===== src/rtl/mux8_arbiter.sv =====
// Eight-way round-robin arbiter with a three-state grant FSM. It also provides a
// registered 8:1 data select of the grant holder's A bit.
module mux8_arbiter #(
  parameter int MAX_HOLD = 15
) (
  input  logic       clk,
  input  logic       rst,
  input  logic [7:0] Req,
  input  logic       Done,
  input  logic [7:0] A,
  output logic [2:0] Sel,
  output logic [7:0] Gnt,
  output logic       Valid,
  output logic       F,
  output logic       Busy,
  output logic       Timeout
);

  typedef enum logic [1:0] {IDLE, GRANT, RELEASE} state_t;

  localparam logic [3:0] MAX_C = 4'(MAX_HOLD);

  state_t     state_q, state_d;
  logic [2:0] sel_q, sel_d;
  logic [2:0] ptr_q, ptr_d;
  logic [3:0] cnt_q, cnt_d;
  logic [7:0] gnt_q, gnt_d;
  logic       valid_q, valid_d;
  logic       f_q, f_d;
  logic       busy_q, busy_d;
  logic       timeout_q, timeout_d;

  // First set request bit, searching upward from last+1 with wrap 7->0.
  function automatic logic [2:0] rr_pick(input logic [7:0] req, input logic [2:0] last);
    logic [2:0] idx;
    logic       found;
    rr_pick = last;
    found   = 1'b0;
    for (int i = 1; i <= 8; i++) begin
      idx = last + 3'(i);
      if (!found && req[idx]) begin
        rr_pick = idx;
        found   = 1'b1;
      end
    end
  endfunction

  always_comb begin
    state_d   = state_q;
    sel_d     = sel_q;
    ptr_d     = ptr_q;
    cnt_d     = cnt_q;
    timeout_d = 1'b0;
    case (state_q)
      IDLE: begin
        cnt_d = 4'd0;
        if (|Req) begin
          state_d = GRANT;
          sel_d   = rr_pick(Req, ptr_q);
          ptr_d   = sel_d;
          cnt_d   = 4'd1;
        end
      end
      GRANT: begin
        if (Done || !Req[sel_q] || (cnt_q == MAX_C)) begin
          state_d   = RELEASE;
          cnt_d     = 4'd0;
          // Only a hold-limit expiry with the requester still asking counts as a timeout.
          timeout_d = !Done && Req[sel_q];
        end else begin
          cnt_d = cnt_q + 4'd1;
        end
      end
      RELEASE: state_d = IDLE;
      default: state_d = IDLE;
    endcase
    gnt_d   = (state_d == GRANT) ? (8'b1 << sel_d) : 8'b0;
    valid_d = (state_d == GRANT);
    busy_d  = (state_d != IDLE);
    f_d     = (state_d == GRANT) ? A[sel_d] : 1'b0;
  end

  always_ff @(posedge clk) begin
    if (rst) begin
      state_q   <= IDLE;
      sel_q     <= 3'd0;
      ptr_q     <= 3'd7;
      cnt_q     <= 4'd0;
      gnt_q     <= 8'b0;
      valid_q   <= 1'b0;
      f_q       <= 1'b0;
      busy_q    <= 1'b0;
      timeout_q <= 1'b0;
    end else begin
      state_q   <= state_d;
      sel_q     <= sel_d;
      ptr_q     <= ptr_d;
      cnt_q     <= cnt_d;
      gnt_q     <= gnt_d;
      valid_q   <= valid_d;
      f_q       <= f_d;
      busy_q    <= busy_d;
      timeout_q <= timeout_d;
    end
  end

  assign Sel     = sel_q;
  assign Gnt     = gnt_q;
  assign Valid   = valid_q;
  assign F       = f_q;
  assign Busy    = busy_q;
  assign Timeout = timeout_q;

endmodule


===== config.mk =====
export PLATFORM = sky130hd
export DESIGN_NAME = mux8_arbiter
export DESIGN_NICKNAME = d
export VERILOG_FILES = /design/src/rtl/mux8_arbiter.sv
export SDC_FILE = /design/constraint.sdc
export NUM_CORES = 1
export LEC_CHECK = 0
export BUFFER_PORTS_ARGS = -buffer_cell sky130_fd_sc_hd__buf_4
export CORE_MARGIN = 2
export CORE_UTILIZATION = 61
export DETAILED_ROUTE_END_ITERATION = 10
export HOLD_SLACK_MARGIN = 0.1
export PLACE_DENSITY = 0.85
export SLEW_MARGIN = 20
export SYNTH_ARGS = -nofsm -noshare
export SYNTH_HDL_FRONTEND = slang
export SYNTH_SLANG_ARGS = --single-unit

===== constraint.sdc =====
create_clock -name clk -period 8.1 [get_ports clk]
set_input_delay 0.405 -clock clk [delete_from_list [all_inputs] [get_ports clk]]
set_output_delay 0.405 -clock clk [all_outputs]
set_load 0.02 [all_outputs]

==> impl_metrics.env, run 1 <==
export IMPL_critPathSlowestCell="ha_1"
export IMPL_hold_viol=0
export IMPL_cts_hold_buf=0
export IMPL_yosysTopAreaCell="dfxtp_1"
export IMPL_crit_chain="clkinv_1, ha_1, mux4_2, mux2_2, a2111oi_1, o21ai_0, a32oi_1, a21boi_0, o22ai_1, nor3b_2, o32ai_2"
export IMPL_crit_buf_inv=1
export IMPL_end_kind="flop"
export IMPL_critPathLaunchType="flop"
export IMPL_drcViolationCount=0
export IMPL_synth_top_family_by_area="multiplexers"
export IMPL_slowest_delay_ps=1000
export IMPL_post_cts_setup_buffers=0
export IMPL_gp_congestion=0.979
export IMPL_synth_area_leaders="dfxtp_1 (23%), mux4_2 (17%), mux2i_1 (6.2%)"
export IMPL_antenna_cells=0
export IMPL_antenna_found_initial=0
export IMPL_start_util=0.633
export IMPL_synth_top_cell_area_share=0.227
export IMPL_die_width_um=62.9
export IMPL_layout_nets=276
export IMPL_wl_um=5050
export IMPL_wl_met2_um=2490
export IMPL_regArea_sq_um=480
export IMPL_min_path_type="in -> reg"
export IMPL_setup_slack_ps=3080
export IMPL_vdd_drop_max_mv=0.219
export IMPL_synth_xor_xnor_area_share=0.0166
export IMPL_fmax_ghz=0.199
export IMPL_worstMarginPinSlew_ps=867
export IMPL_rows=21
export IMPL_maxSlewViolCount=0
export IMPL_die_h_um=62.9
export IMPL_core_area_sq_um=3340
export IMPL_antenna_left=0
export IMPL_layout_common_cells="buf_4 (33), dfxtp_1 (24), mux4_2 (16)"
export IMPL_grtUsageTotal=0.265
export IMPL_max_slew_margin=0.422
export IMPL_wl_met3_um=410
export IMPL_synthSimpleGateAreaFrac=0.216
export IMPL_wl_met1_um=2110
export IMPL_dp_hpwl_um=3640
export IMPL_synth_warnings=0
export IMPL_grt_max_degree=24
export IMPL_leakage_nw=0.954
export IMPL_cp_arrival_ps=5220
export IMPL_vias=1950
export IMPL_rsz0062_at_grt="no"
export IMPL_vias_per_cell=6.52
export IMPL_fin_setup_tns_ps=0
export IMPL_first_global_vias=1802
export IMPL_highest_layer="met4"
export IMPL_fin_crit_ps=5020
export IMPL_clock_path_buffers=2
export IMPL_worstSkewPairLatency_ps=320
export IMPL_synthAdderAreaFrac=0.0178
export IMPL_io_pins=34
export IMPL_cts_tree="yes"
export IMPL_worst_path_dominant_cell_family="compound AO/OA/AOI/OAI gates"
export IMPL_dpl_cell_area_sq_um=2320
export IMPL_die_area_sq_um=3950
export IMPL_synth_nets=258
export IMPL_path_clk_slew_ps=140
export IMPL_grt_ovfl_total=0
export IMPL_cts_resized_gates=0
export IMPL_required_ps=8300
export IMPL_synth_main_ff_cell="dfxtp_1"
export IMPL_yosysSeqAreaShare=0.227
export IMPL_synth_edf_count=0
export IMPL_fin_util=0.710
export IMPL_synthMuxAreaShare=0.287
export IMPL_multi_input_area_sq_um=1500
export IMPL_synth_cells=236
export IMPL_path_class="reg -> reg"
export IMPL_syn_to_final_growth_pct=12.1
export IMPL_root_buffer="clkbuf_4"
export IMPL_htree_levels=1
export IMPL_drt_iter0_drc=190
export IMPL_crit_path_max_fanout=21
export IMPL_nFillCells=258
export IMPL_outcome="complete, no violations"
export IMPL_drive_gt1_frac=0.269
export IMPL_p_per_area_nw_per_um2=416
export IMPL_io_buffers=33
export IMPL_wl_per_cell_um=16.9
export IMPL_first_pass_iters=5
export IMPL_design_area_sq_um=2370
export IMPL_min_period_over_period=0.619
export IMPL_fin_worst_skew_ps=15.6
export IMPL_synth_cell_type_count=51
export IMPL_layout_commonest_cell="buf_4"
export IMPL_synth_compound_area_share=0.173
export IMPL_async_flop_share=0
export IMPL_synth_seq_cells=24
export IMPL_synth_area_per_cell_sq_um=8.95
export IMPL_post_place_ws_ps=3110
export IMPL_clock_sinks=24
export IMPL_cts_buffers=3
export IMPL_finalSetupViolations=0
export IMPL_syn_area_sq_um=2110
export IMPL_grt_pass1_wl_um=8470
export IMPL_drv_cap=0
registers in the layout (all words and copies together), names as in the netlist:
register	cells
Gnt	8
cnt_q	4
Timeout	1
ptr_q	3
F	1
Sel	3
state_q	2
Busy	1
Valid	1
routing by layer:
metal / GRT usage / vias to the layer above
met5: 0 / -
met4: 0.0694 / 0
met3: 0.0505 / 6
met2: 0.422 / 103
met1: 0.370 / 907
li1: - / 934
worst register-to-register path: stages, from the launching register on:
cell	delay, ps
dfxtp_1	840
clkinv_1	480
ha_1	1000
mux4_2	640
mux2_2	330
a2111oi_1	410
o21ai_0	160
a32oi_1	320
a21boi_0	230
o22ai_1	190
nor3b_2	200
o32ai_2	100
power by group:
part           internal [mW]  total (mW)  switching (mW)
Combinational          0.321       0.707           0.386
Clock                 0.0501      0.0867          0.0366
Sequential             0.144       0.192          0.0475
Total                  0.516       0.986           0.470
layout make-up:
type / instances / area share
timing repair buffer: 33 / 0.105
multi-input combinational: 184 / 0.633
clock buffer: 3 / 0.00951
clock inverter: 1 / 0.0127
sequential: 24 / 0.203
inverter: 8 / 0.0127
tap: 46 / 0.0243
cells in the mapped netlist, types with 2 or more instances:
cell	count
inv_1	7
buf_2	4
nor3_1	12
a22oi_1	3
a211o_1	3
or2_2	2
a32oi_1	2
nor2_1	15
buf_6	3
ha_1	3
nor4_1	4
a31oi_1	4
mux2i_1	13
and2_1	3
clkbuf_1	13
nand3_1	11
nand2_1	14
and4_1	2
o221ai_1	2
nand2b_1	6
xnor2_1	2
o22ai_1	3
mux4_2	16
mux2_2	6
dfxtp_1	24
nor2b_1	5
nand3b_1	3
xor2_1	2
a21oi_1	14
o21ai_0	12
and3_1	3
final timing paths:
check | startpoint | to | slack (ps) | cells after the start
max | ptr_q[0] | F | 3080 | 11
min | Done | Timeout | 360 | 3
max reg2reg | ptr_q[0] | F | 3080 | 11
min reg2reg | cnt_q[3] | cnt_q[3] | 500 | 2
through the flow:
step | hold slack [ps] | total power [mW] | instances
floorplan | 458 | 0.773 | 236
global placement | 480 | 0.870 | 295
detailed placement | 480 | 0.885 | 295
CTS | 349 | 0.974 | 299
global route | 350 | 1.06 | 299
finish | 355 | 0.986 | 299
kinds of logic after synthesis:
logic type               count (synthesis)
multiplexers                            37
AND/OR/NAND/NOR                         85
buffers and inverters                   28
adder cells (fa/ha/maj)                  3
XOR/XNOR                                 4
AO/OA/AOI/OAI                           55
flip-flops                              24
(Power assumes the default switching activity.)
==> run 2, diff against run 1 <==
--- a/config.mk
+++ b/config.mk
@@ -5,12 +5,13 @@
 export SDC_FILE = /design/constraint.sdc
 export NUM_CORES = 1
 export LEC_CHECK = 0
+export ABC_AREA = 1
 export BUFFER_PORTS_ARGS = -buffer_cell sky130_fd_sc_hd__buf_4
 export CORE_MARGIN = 2
-export CORE_UTILIZATION = 61
+export CORE_UTILIZATION = 50
 export DETAILED_ROUTE_END_ITERATION = 10
 export HOLD_SLACK_MARGIN = 0.1
-export PLACE_DENSITY = 0.85
+export PLACE_DENSITY = 0.76
 export SLEW_MARGIN = 20
 export SYNTH_ARGS = -nofsm -noshare
 export SYNTH_HDL_FRONTEND = slang
==> constraint.sdc (replaced) <==
create_clock -name clk -period 4.1 [get_ports clk]
set_input_delay 0.205 -clock clk [delete_from_list [all_inputs] [get_ports clk]]
set_output_delay 0.205 -clock clk [all_outputs]
set_load 0.02 [all_outputs]
==> run 2 against run 1 <==
Non-clock buffer count increased by 1. Worst setup slack got worse by 2100 ps. Flip-flop and latch count stayed put. Design area shrank 11%. Hold slack got worse by 250 ps. Global-route usage decreased by 5.0 points. Power is 97% higher. Combinational power increased by 110%. Critical endpoint is now Gnt[2]. Largest power group unchanged.
==> impl_metrics.env, run 2 <==
export IMPL_drcViolationCount=0
export IMPL_synth_warnings=0
export IMPL_top_usage_layer="met2"
export IMPL_synth_cell_type_count=35
export IMPL_root_buffer="clkbuf_4"
export IMPL_vdd_drop_max_mv=0.439
export IMPL_io_pins=34
export IMPL_core_area_sq_um=3390
export IMPL_start_util=0.530
export IMPL_post_cts_setup_buffers=0
export IMPL_htree_levels=1
export IMPL_layout_commonest_cell="nand2_1"
export IMPL_finalSetupViolations=0
export IMPL_cts_buffers=3
export IMPL_end_kind="flop"
export IMPL_fmax_ghz=0.319
export IMPL_path_class="reg -> reg"
export IMPL_clkPwrFrac=0.052
export IMPL_first_global_vias=1708
export IMPL_fin_total_pwr_mw=1.94
export IMPL_dpl_cell_area_sq_um=2080
export IMPL_fin_crit_ps=3140
export IMPL_vias_per_cell=5.15
export IMPL_die_width_um=64.0
export IMPL_drt_iter0_drc=158
export IMPL_synth_nets=306
export IMPL_synth_cells=284
export IMPL_worstMarginPinSlew_ps=485
export IMPL_vias=1865
export IMPL_min_period_over_period=0.765
export IMPL_antenna_cells=0
export IMPL_grtUsageMet1=0.276
export IMPL_clock_path_buffers=2
export IMPL_layout_nets=340
export IMPL_required_ps=4360
export IMPL_antenna_left=0
export IMPL_critPathLaunchType="flop"
export IMPL_met2_usage=0.379
export IMPL_async_flop_share=0
export IMPL_antenna_found_initial=0
export IMPL_die_h_um=64.0
export IMPL_syn_area_sq_um=1800
export IMPL_largest_reg_flops=8
export IMPL_dp_hpwl_um=3410
export IMPL_die_area_sq_um=4090
export IMPL_synth_top_cell_area_share=0.267
export IMPL_grt_max_degree=15
export IMPL_fin_util=0.619
export IMPL_fin_setup_tns_ps=0
export IMPL_gp_congestion=0.903
export IMPL_synth_area_leaders="dfxtp_1 (27%), nand2_1 (21%), nand3_1 (9.5%)"
export IMPL_yosysTopAreaCell="dfxtp_1"
export IMPL_worstSkewPairLatency_ps=310
export IMPL_maxSlewViolCount=0
export IMPL_synth_seq_cells=24
export IMPL_grt_ovfl_total=0
export IMPL_yosysSeqAreaShare=0.267
export IMPL_first_pass_iters=4
export IMPL_outcome="complete, no violations"
export IMPL_synth_area_per_cell_sq_um=6.33
export IMPL_cp_arrival_ps=3400
export IMPL_rsz0062_at_grt="no"
export IMPL_fin_worst_skew_ps=0.750
export IMPL_grt_pass1_wl_um=7190
export IMPL_leakage_nw=1.09
export IMPL_wl_um=4190
export IMPL_layout_common_cells="nand2_1 (100), nand3_1 (34), buf_4 (34)"
export IMPL_rows=21
export IMPL_clock_sinks=24
export IMPL_synth_edf_count=0
export IMPL_hold_slack_ps=106
export IMPL_wl_per_cell_um=11.6
export IMPL_grtUsageTotal=0.215
export IMPL_syn_to_final_growth_pct=16.7
export IMPL_max_slew_margin=0.677
export IMPL_cts_hold_buf=0
export IMPL_cts_tree="yes"
export IMPL_hold_viol=0
export IMPL_met3_usage=0.0211
export IMPL_path_clk_slew_ps=120
export IMPL_synth_main_ff_cell="dfxtp_1"
export IMPL_cts_resized_gates=0
export IMPL_io_buffers=33
export IMPL_design_area_sq_um=2100
export IMPL_pwr_share_seq=0.176
export IMPL_drive_gt1_frac=0.244
export IMPL_power_switching_mw=1.13
export IMPL_synth_common_cells="nand2_1 (100), nand3_1 (34), inv_1 (26), dfxtp_1 (24), nor2_1 (20)"
export IMPL_p_per_area_nw_per_um2=926
export IMPL_drv_cap=0
export IMPL_yosysMostFrequentCell="nand2_1"
export IMPL_min_path_type="in -> reg"
export IMPL_p_int_uw=817
export IMPL_combPwrFrac=0.773
export IMPL_switching_share=0.580
export IMPL_crit_path_max_fanout=14
export IMPL_nFillCells=302
-- run 2: kinds of logic after synthesis --
group           share of synthesized area
simple gates                        0.500
flops                               0.267
compound gates                      0.104
fa+ha+maj                          0.0209
xor+xnor                           0.0146
buf+inv                            0.0925
-- run 2: stage by stage --
stage | setup slack [ps] | std cells
floorplan | 1650 | 284
global placement | 1120 | 359
detailed placement | 1030 | 359
CTS | 994 | 362
global route | 656 | 362
finish | 961 | 362
-- run 2: power by group through the flow --
stage               sequential (mW)  clock (mW)  combinational [mW]
global route                  0.349       0.111                1.69
CTS                           0.342       0.101                1.50
detailed placement            0.347           0                1.49
global placement              0.346           0                1.48
finish                        0.341       0.100                1.50
floorplan                     0.373           0                1.17
-- run 2: routing by layer --
metal,vias up,share of wire
met5,-,0
met4,0,0.012
met3,7,0.064
met2,63,0.49
met1,815,0.43
li1,980,-
-- run 2: cell type report --
class	count	area, sq um	share of cell area
inverter	35	131	0.0626
timing repair buffer	34	255	0.122
multi-input combinational	220	1150	0.549
sequential	24	480	0.229
clock buffer	3	22.5	0.0107
tap	46	57.6	0.0274
-- run 2: final timing paths --
check	startpoint	slack, ps	cells past startpoint	to
hold / removal	rst	110	2	Sel[2]
setup / recovery	ptr_q[0]	960	19	Gnt[2]
hold reg to reg	cnt_q[3]	500	2	cnt_q[3]
setup reg to reg	ptr_q[0]	960	19	Gnt[2]
-- run 2: worst max-delay path, stage by stage, from the launching register on --
cell and delay, ps:
dfxtp_1 640, inv_2 220, ha_1 400, inv_1 220, nand3_1 200, nand3_2 160
nand2_4 90, nor2_8 120, nand4_4 100, nor2_2 150, nand2_1 60, nand2_1 60
inv_1 40, nand2_1 50, nand2_1 60, nand2_2 90, nand2_1 100, nor2_2 150
inv_2 90, nor2_2 80
